<file path="src/rtl/reg_mem_bist_ctrl.sv">
// Power-up self-test sequencer for reg_mem: writes an incrementing pattern, reads it back and compares each word.
// Optional macro REG_MEM_BIST_INV_PASS_EN adds a second write/read pass with the inverted pattern.
module reg_mem_bist_ctrl #(
  parameter int DATA_WIDTH = 8,
  parameter int ADDR_BITS  = 5,
  parameter int RD_LAT     = 0
) (
  input  logic                  clk,
  input  logic                  rst_n,
  input  logic                  start,
  input  logic [ADDR_BITS-1:0]  base_addr,
  input  logic [ADDR_BITS:0]    count,
  input  logic [DATA_WIDTH-1:0] seed,
  output logic                  busy,
  output logic                  done,
  output logic                  pass,
  output logic [ADDR_BITS:0]    err_count,
  output logic [ADDR_BITS-1:0]  fail_addr,
  output logic [ADDR_BITS-1:0]  mem_addr,
  output logic [DATA_WIDTH-1:0] mem_data_in,
  output logic                  mem_wen,
  input  logic [DATA_WIDTH-1:0] mem_data_out
);

  localparam int CW = ADDR_BITS + 1;
  localparam logic [ADDR_BITS-1:0]  ADDR_ONE = {{(ADDR_BITS-1){1'b0}}, 1'b1};
  localparam logic [CW-1:0]         CNT_ONE  = {{ADDR_BITS{1'b0}}, 1'b1};
  localparam logic [CW-1:0]         CNT_ZERO = {CW{1'b0}};
  localparam logic [CW-1:0]         CNT_MAX  = {CW{1'b1}};
  localparam logic [DATA_WIDTH-1:0] DATA_ONE = {{(DATA_WIDTH-1){1'b0}}, 1'b1};
  localparam bit REG_RD = (RD_LAT == 32'sd1);
`ifdef REG_MEM_BIST_INV_PASS_EN
  localparam bit INV_EN = 1'b1;
`else
  localparam bit INV_EN = 1'b0;
`endif

  typedef enum logic [2:0] {
    ST_IDLE  = 3'd0,
    ST_WRITE = 3'd1,
    ST_READ  = 3'd2,
    ST_DRAIN = 3'd3,
    ST_DONE  = 3'd4
  } state_t;

  state_t                  state_r, state_s;
  logic                    phase_r, phase_s;
  logic [ADDR_BITS-1:0]    base_r, base_s;
  logic [CW-1:0]           count_r, count_s;
  logic [DATA_WIDTH-1:0]   seed_r, seed_s;
  logic [CW-1:0]           idx_r, idx_s;
  logic [DATA_WIDTH-1:0]   pat_r, pat_s;
  logic                    busy_r, busy_s;
  logic                    done_r, done_s;
  logic                    pass_r, pass_s;
  logic [CW-1:0]           err_r, err_s;
  logic [ADDR_BITS-1:0]    fail_r, fail_s;
  logic [ADDR_BITS-1:0]    addr_r, addr_s;
  logic [DATA_WIDTH-1:0]   wdata_r, wdata_s;
  logic                    wen_r, wen_s;
  logic                    cmp_vld_r, cmp_vld_s;
  logic [DATA_WIDTH-1:0]   cmp_exp_r, cmp_exp_s;
  logic [ADDR_BITS-1:0]    cmp_addr_r, cmp_addr_s;
  logic                    last_s;
  logic [DATA_WIDTH-1:0]   rd_exp_s;
  logic [DATA_WIDTH-1:0]   pat_inc_s;
  logic                    chk_vld_s;
  logic [DATA_WIDTH-1:0]   chk_exp_s;
  logic [ADDR_BITS-1:0]    chk_addr_s;

  // Next-state, compare and output computation for the whole sequencer.
  always_comb begin
    state_s    = state_r;
    phase_s    = phase_r;
    base_s     = base_r;
    count_s    = count_r;
    seed_s     = seed_r;
    idx_s      = idx_r;
    pat_s      = pat_r;
    busy_s     = busy_r;
    done_s     = done_r;
    pass_s     = pass_r;
    err_s      = err_r;
    fail_s     = fail_r;
    addr_s     = addr_r;
    wdata_s    = wdata_r;
    wen_s      = wen_r;
    last_s     = (idx_r == (count_r - CNT_ONE));
    rd_exp_s   = phase_r ? ~pat_r : pat_r;
    pat_inc_s  = pat_r + DATA_ONE;
    cmp_vld_s  = (state_r == ST_READ);
    cmp_exp_s  = rd_exp_s;
    cmp_addr_s = addr_r;

    // With a registered memory the word for a READ address is judged one cycle later.
    if (REG_RD) begin
      chk_vld_s  = cmp_vld_r;
      chk_exp_s  = cmp_exp_r;
      chk_addr_s = cmp_addr_r;
    end else begin
      chk_vld_s  = (state_r == ST_READ);
      chk_exp_s  = rd_exp_s;
      chk_addr_s = addr_r;
    end

    if (chk_vld_s && (mem_data_out != chk_exp_s)) begin
      if (err_r != CNT_MAX) begin
        err_s = err_r + CNT_ONE;
      end else begin
        err_s = err_r;
      end
      if (err_r == CNT_ZERO) begin
        fail_s = chk_addr_s;
      end else begin
        fail_s = fail_r;
      end
    end else begin
      err_s  = err_r;
      fail_s = fail_r;
    end

    case (state_r)
      ST_IDLE, ST_DONE: begin
        if (start) begin
          base_s  = base_addr;
          count_s = count;
          seed_s  = seed;
          phase_s = 1'b0;
          idx_s   = CNT_ZERO;
          pat_s   = seed;
          busy_s  = 1'b1;
          done_s  = 1'b0;
          pass_s  = 1'b0;
          err_s   = CNT_ZERO;
          fail_s  = {ADDR_BITS{1'b0}};
          // An empty test still spends its single busy cycle in DRAIN, with nothing to compare.
          if (count == CNT_ZERO) begin
            state_s = ST_DRAIN;
            wen_s   = 1'b0;
          end else begin
            state_s = ST_WRITE;
            wen_s   = 1'b1;
            addr_s  = base_addr;
            wdata_s = seed;
          end
        end else begin
          state_s = state_r;
        end
      end
      ST_WRITE: begin
        if (last_s) begin
          state_s = ST_READ;
          wen_s   = 1'b0;
          addr_s  = base_r;
          idx_s   = CNT_ZERO;
          pat_s   = seed_r;
        end else begin
          idx_s   = idx_r + CNT_ONE;
          pat_s   = pat_inc_s;
          addr_s  = addr_r + ADDR_ONE;
          wdata_s = phase_r ? ~pat_inc_s : pat_inc_s;
        end
      end
      ST_READ: begin
        if (last_s) begin
          if (INV_EN && !phase_r) begin
            state_s = ST_WRITE;
            phase_s = 1'b1;
            wen_s   = 1'b1;
            addr_s  = base_r;
            wdata_s = ~seed_r;
            idx_s   = CNT_ZERO;
            pat_s   = seed_r;
          end else if (REG_RD) begin
            state_s = ST_DRAIN;
          end else begin
            state_s = ST_DONE;
            busy_s  = 1'b0;
            done_s  = 1'b1;
            pass_s  = (err_s == CNT_ZERO);
          end
        end else begin
          idx_s  = idx_r + CNT_ONE;
          pat_s  = pat_inc_s;
          addr_s = addr_r + ADDR_ONE;
        end
      end
      ST_DRAIN: begin
        state_s = ST_DONE;
        busy_s  = 1'b0;
        done_s  = 1'b1;
        pass_s  = (err_s == CNT_ZERO);
      end
      default: begin
        state_s = ST_IDLE;
        busy_s  = 1'b0;
        wen_s   = 1'b0;
      end
    endcase
  end

  // State and output registers; reset aborts any test in progress.
  always_ff @(posedge clk or negedge rst_n) begin
    if (!rst_n) begin
      state_r    <= ST_IDLE;
      phase_r    <= 1'b0;
      base_r     <= {ADDR_BITS{1'b0}};
      count_r    <= CNT_ZERO;
      seed_r     <= {DATA_WIDTH{1'b0}};
      idx_r      <= CNT_ZERO;
      pat_r      <= {DATA_WIDTH{1'b0}};
      busy_r     <= 1'b0;
      done_r     <= 1'b0;
      pass_r     <= 1'b0;
      err_r      <= CNT_ZERO;
      fail_r     <= {ADDR_BITS{1'b0}};
      addr_r     <= {ADDR_BITS{1'b0}};
      wdata_r    <= {DATA_WIDTH{1'b0}};
      wen_r      <= 1'b0;
      cmp_vld_r  <= 1'b0;
      cmp_exp_r  <= {DATA_WIDTH{1'b0}};
      cmp_addr_r <= {ADDR_BITS{1'b0}};
    end else begin
      state_r    <= state_s;
      phase_r    <= phase_s;
      base_r     <= base_s;
      count_r    <= count_s;
      seed_r     <= seed_s;
      idx_r      <= idx_s;
      pat_r      <= pat_s;
      busy_r     <= busy_s;
      done_r     <= done_s;
      pass_r     <= pass_s;
      err_r      <= err_s;
      fail_r     <= fail_s;
      addr_r     <= addr_s;
      wdata_r    <= wdata_s;
      wen_r      <= wen_s;
      cmp_vld_r  <= cmp_vld_s;
      cmp_exp_r  <= cmp_exp_s;
      cmp_addr_r <= cmp_addr_s;
    end
  end

  assign busy        = busy_r;
  assign done        = done_r;
  assign pass        = pass_r;
  assign err_count   = err_r;
  assign fail_addr   = fail_r;
  assign mem_addr    = addr_r;
  assign mem_data_in = wdata_r;
  assign mem_wen     = wen_r;

endmodule

</file>
<file path="config.mk">
export PLATFORM = sky130hd
export DESIGN_NAME = reg_mem_bist_ctrl
export DESIGN_NICKNAME = d
export VERILOG_FILES = /design/src/rtl/reg_mem_bist_ctrl.sv
export SDC_FILE = /design/constraint.sdc
export NUM_CORES = 1
export LEC_CHECK = 0
export ABC_AREA = 1
export CAP_MARGIN = 15
export CORE_MARGIN = 2
export CORE_UTILIZATION = 28
export CTS_CLUSTER_DIAMETER = 60
export CTS_CLUSTER_SIZE = 40
export DETAILED_ROUTE_END_ITERATION = 12
export GPL_TIMING_DRIVEN = 1
export SLEW_MARGIN = 20
export SYNTH_ARGS = -nofsm -noshare
export SYNTH_HDL_FRONTEND = slang
export SYNTH_SLANG_ARGS = --single-unit
</file>
<file path="constraint.sdc">
create_clock -name clk -period 4 [get_ports clk]
set_input_delay 0.8 -clock clk [delete_from_list [all_inputs] [get_ports clk]]
set_output_delay 0.8 -clock clk [all_outputs]
set_load 0.005 [all_outputs]
</file>
### Word level (Yosys, flattened, before mapping)

Index checks and enable logic that the tools add are counted.

| storage, ports and cells | value |
|---|---|
| output and inout port bits | 28 |
| word-level logic and storage cells | 92 |
| register bits | 64 |

| cells by class | value |
|---|---|
| reductions and logical operators | 18 |
| equal/unequal tests | 13 |
| $add $sub $neg | 5 |
| multiplexer cells | 40 |
| bitwise gates (word level) | 2 |

Operators with widths:

| cell | number |
|---|---|
| 2-to-1 mux 6 bit | 7 |
| 2-to-1 mux 5 bit | 8 |
| 2-to-1 mux 8 bit | 5 |
| one-hot mux 8 bit (3 select lines) | 1 |
| logical NOT 6 bit | 3 |
| one-hot mux 6 bit (3 select lines) | 1 |
| one-hot mux 8 bit (2 select lines) | 1 |
| one-hot mux 5 bit (3 select lines) | 1 |
| AND reduction 3 bit | 5 |
| adder 6 x 1 -> 6 bit, second input constant | 2 |
| != test 2 bit, second input constant | 6 |
| one-hot mux 1 bit (3 select lines) | 4 |
| one-hot mux 3 bit (4 select lines) | 1 |
| 2-to-1 mux 3 bit | 3 |
| adder 8 x 1 -> 8 bit, second input constant | 1 |
| != test 8 bit | 1 |
| AND reduction 4 bit | 2 |
| 2-to-1 mux 1 bit | 7 |
| == test 3 x 2 -> 1 bit, second input constant | 2 |
| == test 6 bit | 1 |
| != test 6 bit, second input constant | 1 |
| nonzero test 3 bit | 2 |
| subtractor 6 x 1 -> 6 bit, second input constant | 1 |
| adder 5 x 1 -> 5 bit, second input constant | 1 |
| other kinds (9) | 11 |

### Logic depth before layout (Yosys ltp)

Gate-level depths: netlist (run 1).

| logic depth | value |
|---|---|
| word-level depth | 6 |
| mapped depth | 16 |
| gate-level depth less buffers | 15 |

### Worst setup path before layout (run 1)

No wires, ideal clock.

| timing path | value |
|---|---|
| path type | register -> register |
| from | reg count_r[0] |
| to | reg pat_r[3] |
| arrival | 1.816 ns |
| buffers on the path | 1 |
| setup slack | 2.063 ns |
| stages on the path, launching flop included | 13 |
| cells stage by stage | dfrtp_1 > inv_2 > ha_1 > xnor2_1 > nor2_2 > nand2_2 > nor2_8 > nand4_4 > nand2_4 > inv_4 > buf_6 > nand2_2 > nand3_2 |

| between the ends | value |
|---|---|
| word-level cells in the longest chain between the ends | 4 |
| elaborated cells between the ends (all ways) | 6 |
| those cells by class | 1 x add/sub; 2 x eq/ne; 2 x mux; 1 x reduce/logical |

Ends and longest elaborated chain:

| element | line | RTL |
|---|---|---|
| start: declaration | 49 | `logic [CW-1:0] count_r, count_s;` |
| start signal: assignment | 227 | `count_r <= count_s;` |
| subtractor 6 x 1 -> 6 bit (*) | 88 | `last_s = (idx_r == (count_r - CNT_ONE));` |
| == test 6 bit (*) | 88 |  |
| 2-to-1 mux 8 bit / != test 2 bit (equally long branches) | -- |  |
| one-hot mux 8 bit (3 select lines) / AND reduction 3 bit (equally long branches) | -- |  |
| end signal: assignment | 211 | `pat_r <= {DATA_WIDTH{1'b0}};` |
| end signal: assignment | 230 | `pat_r <= pat_s;` |
| end: declaration | 52 | `logic [DATA_WIDTH-1:0] pat_r, pat_s;` |

Every way passes the cells marked *; elsewhere a longest branch is shown, timed or not.
A chain may end at the register's enable or synchronous reset.

### Worst setup path in the final report (run 1)

Same ends and word-level chain as after synthesis.

==> results.cfg, run 1 <==
[status]
status = finished, final reports clean

[synthesis]
ys_warn_count = 0
ys_types = 36
syn-cell-area_sq_um = 4080
synth_top_area_cell = dfrtp_1
synth_nets = 606
yosysSeqAreaShare_pct = 39.2
synth.area.top_cells = dfrtp_1, nand2_1, inv_1, o21ai_0, nand3_1
syn_area_per_cell_sq_um = 7.16
syn_inst = 570
ys_ff_latch = 64
synth_top_area_share_pct = 39.2

[die]
fp.dieW_um = 125
die_h_um = 125
dieArea_sq_um = 15600
io-pin-count = 58
coreArea_sq_um = 14400
start_util_pct = 28.4
num_rows = 44

[drt]
wl_per_cell_um = 13.2
initialDrtViolationCount = 168
drt_first_pass_iters = 5
vias = 3712
viasPerCell = 4.55
top_layer = met4
wl_met3_um = 564
dr_wl_met2_um = 4730
drc = 0
drtAntennaViolNets = 0
totalWireLength_um = 10700
wl_met1_um = 5220

[worst_setup_path]
critPathSlowestCell = dfrtp_1
critPathLaunchType = flop
ff2ff_setup_slack_ns = 1.64
worstPathRequired_ns = 4.22
ff2ff_path_depth = 10
regToRegStartpoint = count_r[0]
crit_path_max_incr_delay_ns = 0.43
path_buf_inv = 1
worstSetupPathType = flop to flop
worstReg2RegEnd = pat_r[3]
crit_path_end_kind = flop
cp_max_fo = 14
path_cells = inv_2 > ha_1 > xnor2_1 > nor2_2 > nand2_2 > nor2_8 > nand3_4 > o21ai_0 > or2_2 > nand3_2
crit_family = simple AND/OR/NAND/NOR gates
crit_arrival_ns = 2.58
cp.depth = 10

[final_layout]
antenna_cells = 0
fin_area_sq_um = 5130
area_growth_pct = 25.7
layout_common_cells = nand2_1, inv_1, dfrtp_1
final_cells = 815
drive_gt1_share_pct = 11.4
nNetsFinal = 662
layout_commonest_cell = nand2_1
utilization_pct = 35.7

[hold_path]
min_path_type = primary input to asynchronous set/reset pin

[grt]
antenna_found_initial = 0
grt_max_degree = 46
grt_first_pass_wirelength_um = 18400
grt_usage_pct = 14.4
grt_overflow = 0
grt_pass1_vias = 3688

[place]
dpl_cell_area_sq_um = 4820
gp_congestion = 0.837
dp_hpwl_um = 7690
placed_cells = 799
io_buffers = 57

[timing]
rsz0062_at_grt = false
timing.final.crit_period_ns = 2.36
final.setup.tns_ns = 0
drv_slew = 0
relSlewSlack_pct = 58.2
hold_viol = 0
timing.final.crit_share_pct = 59.0
setup_viol = 0
fin_skew_ns = 0.00671
fmax_ghz = 0.424
tightest_slew_ns = 0.620

[flow_run]
cap_violations = 0

[power]
ir_worst_vdd_mv = 0.337
seq_power_share_pct = 28.6
intPower_mw = 2.32
power_density_nw_per_um2 = 812
p_sw_share_pct = 44.4
power_mw = 4.17
p_clk_share_pct = 20.3
p_sw_mw = 1.85
p_leak_nw = 2.56
p_comb_share_pct = 51.1

[clocking]
clkSinkCount = 64
hold_buffers = 0
cts-root-buf = clkbuf_16
tritoncts = done
insertion_delay_ns = 0.34
cts_setup_buffers = 0
cts-htree-levels = 3
cts_buffer_depth = 2
path_clk_slew_ns = 0.05
cts.repair.resized = 0
numCtsBuffers = 9
[worst reg2reg max path, stage by stage, from the launching register on]
cell and delay (ns):
dfrtp_1 0.43, inv_2 0.09, ha_1 0.32, xnor2_1 0.14, nor2_2 0.13, nand2_2 0.09, nor2_8 0.22, nand3_4 0.23
o21ai_0 0.32, or2_2 0.23, nand3_2 0.06
[kinds of logic after synthesis]
kind of cell	after synthesis	share of synthesized area, %
xor+xnor	17	3.65
simple gates	307	34.4
fa+ha+maj	6	1.84
flops	64	39.2
buf+inv	103	10.2
compound gates	73	10.7
[sequential cells by signal, indices dropped and copies added, names as in the netlist]
name	flops
base_r	5
done	1
state_r	3
mem_wen	1
idx_r	6
fail_addr	5
seed_r	8
busy	1
pass	1
count_r	6
mem_addr	5
pat_r	8
err_count	6
mem_data_in	8
[how the worst max path moves through the flow]
stage                    startpoint              to
CTS                      count_r[0]        pat_r[3]
detailed placement  mem_data_out[1]    fail_addr[1]
global route             state_r[0]  mem_data_in[7]
finish                   count_r[0]        pat_r[3]
global placement    mem_data_out[1]    fail_addr[1]
floorplan                count_r[0]        pat_r[3]
[cells in the mapped netlist, drive strengths merged]
library cell    n
nand2         197
inv            89
dfrtp          64
o21ai          57
nor2           49
nand3          38
nand4          15
a21oi          11
xor2           11
buf             8
clkbuf          6
ha              6
or2             6
xnor2           6
o2111ai         3
a31oi           1
nor3            1
nor4            1
o22ai           1
[metrics by stage]
step | hold WS (ns) | setup slack (ns)
after global routing | 0.453 | 1.46
after floorplan | 0.442 | 2.06
after detailed placement | 0.469 | 1.39
final | 0.407 | 1.64
after global placement | 0.459 | 1.40
after CTS | 0.423 | 1.63
[power groups by stage]
stage          clock [mW]  sequential, mW  combinational [mW]
2_1_floorplan           0            1.14                1.54
3_3_place_gp            0            1.20                2.11
3_5_place_dp            0            1.20                2.13
4_1_cts             0.861            1.19                2.15
5_1_grt             0.888            1.24                2.41
6_report            0.846            1.19                2.13
[layout make-up]
class                           count  area, sq um
Clock inverter                      3         65.1
Timing Repair Buffer               59          581
Tap cell                          184          230
Clock buffer                       13          250
Multi-Input combinational cell    403         2070
Inverter                           89          337
Fill cell                        1510         9240
Sequential cell                    64         1600
[per-layer routing]
| metal | track usage [%] | vias to the layer above |
|---|---|---|
| met1 | 19.6 | 1715 |
| met3 | 2.79 | 16 |
| met5 | 0 | - |
| li1 | - | 1899 |
| met4 | 5.02 | 0 |
| met2 | 22.8 | 82 |
(Power assumes the default switching activity.)
==> inputs of run 2 (changes only) <==
Clock period 4 ns to 2.4 ns, I/O delays scaled along.
==> run 2 against run 1 <==
  * Register-to-register slack worse by 1.4 ns
  * Clock-buffer cell count is 3 lower
  * Flip-flop and latch count stayed put
  * Routed wire length hardly changed
  * Sequential power is 67% higher
  * Die area stayed put
  * Fmax is 8.1% higher
  * Clock power is 52% higher
  * Sequential share of layout area is 0.23 points lower
  * Worst setup slack worse by 1.4 ns
  * Critical path type unchanged
==> results.cfg, run 2 (synthesis gave the netlist of run 1 again) <==
[worst_setup_path]
regToRegStartpoint = count_r[0]
crit_path_max_incr_delay_ns = 0.47
worstSetupPathType = flop to flop
crit_arrival_ns = 2.44
path_cells = inv_2 > ha_1 > xnor2_1 > nor2_2 > nand2_2 > nor2_8 > nand3_4 > nand2_4 > a21oi_4 > nand2_1 > o21ai_2
cp_max_fo = 16
critPathSlowestCell = a21oi_4
startpoint = count_r[0]
worstPathRequired_ns = 2.66
critPathLaunchType = flop
crit_path_end_kind = flop

[final_layout]
layout_commonest_cell = nand2_1
fin_area_sq_um = 5170
antenna_cells = 0
final_cells = 822
layout_common_cells = nand2_1, inv_1, dfrtp_1
fillCellCount = 1524
nNetsFinal = 669
drive_gt1_share_pct = 12.7
area_growth_pct = 26.6

[power]
power_mw = 6.89
ir_worst_vdd_mv = 0.547
p_leak_nw = 2.58
power_density_nw_per_um2 = 1330

[place]
placed_cells = 806
gp_congestion = 0.824
io_buffers = 57
dp_hpwl_um = 7780
dpl_cell_area_sq_um = 4880
place_ws_ns = 0.131

[clocking]
cts_setup_buffers = 0
cts_buffer_depth = 2
numCtsBuffers = 9
path_clk_slew_ns = 0.06
cts-root-buf = clkbuf_16
tritoncts = done
hold_buffers = 0
cts.repair.resized = 0
insertion_delay_ns = 0.34
clkSinkCount = 64
cts-htree-levels = 3

[timing]
hold_viol = 0
drv_slew = 0
relSlewSlack_pct = 59.0
tightest_slew_ns = 0.608
final.setup.tns_ns = 0
fmax_ghz = 0.458
fin_skew_ns = 0.00819
rsz0062_at_grt = false
setup_viol = 0
setup_slack_ns = 0.218
timing.final.crit_period_ns = 2.18
timing.final.crit_share_pct = 90.9

[grt]
grt_use_met2_pct = 22.3
grt_overflow = 0
grt_pass1_vias = 3618
grt_max_degree = 42
grt_first_pass_wirelength_um = 18100
antenna_found_initial = 0
met1_usage_pct = 20.4
busiest_layer = met2
use_met3_pct = 2.75
grt_usage_pct = 14.3

[die]
coreArea_sq_um = 14400
num_rows = 44
dieArea_sq_um = 15600
io-pin-count = 58
start_util_pct = 28.4
die_h_um = 125
fp.dieW_um = 125

[drt]
initialDrtViolationCount = 191
wl_per_cell_um = 13.0
totalWireLength_um = 10700
drc = 0
vias = 3722
viasPerCell = 4.53
drtAntennaViolNets = 0
drt_first_pass_iters = 4

[flow_run]
cap_violations = 0

[hold_path]
min_path_type = primary input to asynchronous set/reset pin

[status]
status = finished, final reports clean
==> run 2: final timing paths <==
path / endpoint / slack [ns] / cells after the start
setup / recovery: mem_data_in[2] / 0.22 / 11
min in group clk: seed_r[0] / 0.48 / 2
hold / removal: base_r[1] / 0.15 / 1
max in group asynchronous: seed_r[2] / 1.62 / 2
setup reg to reg: mem_data_in[2] / 0.22 / 11
hold reg to reg: seed_r[0] / 0.48 / 2
==> run 2: area by class of cell <==
class / count / area [sq um] / share of cell area (%)
clock inverters: 6 / 60.1 / 1.16
repair buffers: 66 / 646 / 12.5
flip-flops and latches: 64 / 1600 / 31.0
well taps: 184 / 230 / 4.45
clock buffers: 10 / 229 / 4.43
multi-input cells: 403 / 2070 / 40.0
inverters: 89 / 337 / 6.51
==> run 2: per-layer routing <==
metal | vias to the layer above | routed length [um]
met2 | 63 | 4820
met5 | - | 0
li1 | 1910 | -
met3 | 11 | 450
met4 | 0 | 110
met1 | 1738 | 5340
==> run 2: metrics by stage <==
step / util, % / hold slack, ns
after global routing: 36.0 / 0.202
after detailed placement: 34.0 / 0.475
after floorplan: - / 0.184
after CTS: 36.0 / 0.173
final: 36.0 / 0.150
after global placement: 34.0 / 0.459
==> run 2: power by group <==
| group | switching, mW | total, mW | internal [mW] |
|---|---|---|---|
| registers | 0.423 | 1.99 | 1.57 |
| clock network | 0.489 | 1.29 | 0.798 |
| logic | 2.20 | 3.61 | 1.41 |
==> run 2: critical path: cells and delay by family (launching register included) <==
family / cells / cell delay, ns
simple gates: 6 / 0.58
compound gates: 2 / 0.55
flops: 1 / 0.42
fa+ha+maj: 1 / 0.31
xor+xnor: 1 / 0.17
buf+inv: 1 / 0.08
==> inputs of run 3 (changes only) <==
Clock period 2.4 ns to 2.3 ns, I/O delays scaled along.
==> run 3 against run 2 <==
  * Sequential share of layout area down 0.33 points
  * Clock skew down 0.00076 ns
  * Utilization up 0.39 points
  * Clock power up 9%
  * Cell area up 1.1%
  * Combinational power up 5.8%
  * Worst setup slack worse by 0.0050 ns
  * Final cell count up 0.36%
  * First-iteration DRC count up 5.2%
  * Sequential power up 4%
  * Routed wire length down 1.2%
==> results.cfg, run 3 (synthesis gave the netlist of run 1 again) <==
[place]
dp_hpwl_um = 7690
gp_congestion = 0.819
io_buffers = 57
placed_cells = 809
place_ws_ns = 0.0139

[worst_setup_path]
path_buf_inv = 1
crit_family = simple AND/OR/NAND/NOR gates
path_cells = inv_2 > ha_1 > xnor2_1 > nor2_2 > nand2_2 > nor2_8 > nand3_4 > o21ai_0 > or2_2 > nand3_2
crit_path_end_kind = flop
crit_arrival_ns = 2.31
crit_path_max_incr_delay_ns = 0.36
critPathLaunchType = flop
ff2ff_path_depth = 10
cp.depth = 10
worstPathRequired_ns = 2.52
critPathSlowestCell = dfrtp_1
cp_max_fo = 10
worstSetupPathType = flop to flop

[final_layout]
drive_gt1_share_pct = 12.9
fillCellCount = 1528
ff_latch_area_sq_um = 1600
layout_commonest_cell = nand2_1
layout_common_cells = nand2_1, inv_1, dfrtp_1
antenna_cells = 0
multiInputGateArea_sq_um = 2070
nNetsFinal = 673
area_growth_pct = 28.0
final_cells = 825

[clocking]
cts-root-buf = clkbuf_16
path_clk_slew_ns = 0.06
clkSinkCount = 64
cts_buffer_depth = 2
hold_buffers = 0
cts-htree-levels = 3
numCtsBuffers = 9
insertion_delay_ns = 0.33
cts.repair.resized = 0
tritoncts = done

[hold_path]
min_path_type = primary input to asynchronous set/reset pin

[timing]
rsz0062_at_grt = false
relSlewSlack_pct = 60.8
tightest_slew_ns = 0.583
final.setup.tns_ns = 0
drv_slew = 0
timing.final.crit_share_pct = 90.7
timing.final.crit_period_ns = 2.09
setup_slack_ns = 0.213
hold_viol = 0
fmax_ghz = 0.479
setup_viol = 0
fin_skew_ns = 0.00742

[grt]
grt_pass1_vias = 3641
grt_usage_pct = 14.1
antenna_found_initial = 0
grt_first_pass_wirelength_um = 17900
grt_overflow = 0
grt_max_degree = 65

[drt]
drtAntennaViolNets = 0
drt_first_pass_iters = 4
initialDrtViolationCount = 201
wl_per_cell_um = 12.8
viasPerCell = 4.50
drc = 0
totalWireLength_um = 10600
vias = 3710

[power]
p_leak_nw = 2.62
power_density_nw_per_um2 = 1400
ir_worst_vdd_mv = 0.540

[die]
start_util_pct = 28.4
num_rows = 44
fp.dieW_um = 125
coreArea_sq_um = 14400
die_h_um = 125
io-pin-count = 58
dieArea_sq_um = 15600

[flow_run]
cap_violations = 0

[status]
status = finished, final reports clean
==> run 3: cell types whose count changed in the layout (fill, tap and decap cells not counted) <==
cell	delta
buf_12	+1
clkinvlp_4	-2
clkinv_2	-1
bufinv_16	+1
buf_4	+3
clkbuf_1	+1
==> run 3: area by class of cell <==
type / count / area share [%]
Tap cell: 184 / 4.41
Timing Repair Buffer: 70 / 13.2
Sequential cell: 64 / 30.6
Multi-Input combinational cell: 403 / 39.5
Clock inverter: 4 / 1.34
Inverter: 89 / 6.44
Clock buffer: 11 / 4.45
==> run 3: final timing paths <==
| check | startpoint | to | slack (ns) |
|---|---|---|---|
| worst max-delay path | count_r[0] | pat_r[4] | 0.21 |
| worst min-delay path | rst_n | mem_addr[2] | 0.14 |
| worst max register to register | count_r[0] | pat_r[4] | 0.21 |
| worst min register to register | seed_r[1] | seed_r[1] | 0.47 |
| max in group asynchronous | rst_n | seed_r[0] | 1.86 |
| min in group clk | seed_r[1] | seed_r[1] | 0.47 |
==> run 3: worst register-to-register path: stages (launching register included) <==
cell and delay (ns):
dfrtp_1 0.36, inv_2 0.06, ha_1 0.30, xnor2_1 0.14, nor2_2 0.13, nand2_2 0.09
nor2_8 0.16, nand3_4 0.17, o21ai_0 0.29, or2_2 0.22, nand3_2 0.06
==> run 3: what timing repair did <==
action | in CTS | in global routing
endpoints found under the setup margin | 0 | 6
setup buffers | 0 | 1
hold endpoints to repair | 0 | 0
==> run 3: through the flow <==
stage               power (mW)  hold WS [ns]  util [%]  cell area, sq um
floorplan                 4.66         0.164         -              4080
global placement          5.83         0.459      34.1              4900
detailed placement        5.85         0.462      34.1              4900
CTS                       7.33         0.157      36.2              5210
global route              7.98         0.186      36.4              5230
finish                    7.30         0.144      36.4              5230
==> run 3: power breakdown <==
group	switching [mW]	total, mW	internal [mW]
Combinational	2.29	3.82	1.53
Clock	0.475	1.41	0.938
Sequential	0.426	2.06	1.63
==> run 3: per-layer routing <==
| layer | vias to the layer above | part of all wire [%] | track usage (%) |
|---|---|---|---|
| met5 | - | 0 | 0 |
| met4 | 0 | 0.89 | 5.49 |
| met3 | 8 | 5.4 | 2.75 |
| met2 | 86 | 45 | 22.2 |
| met1 | 1690 | 48 | 19.2 |
| li1 | 1926 | - | - |
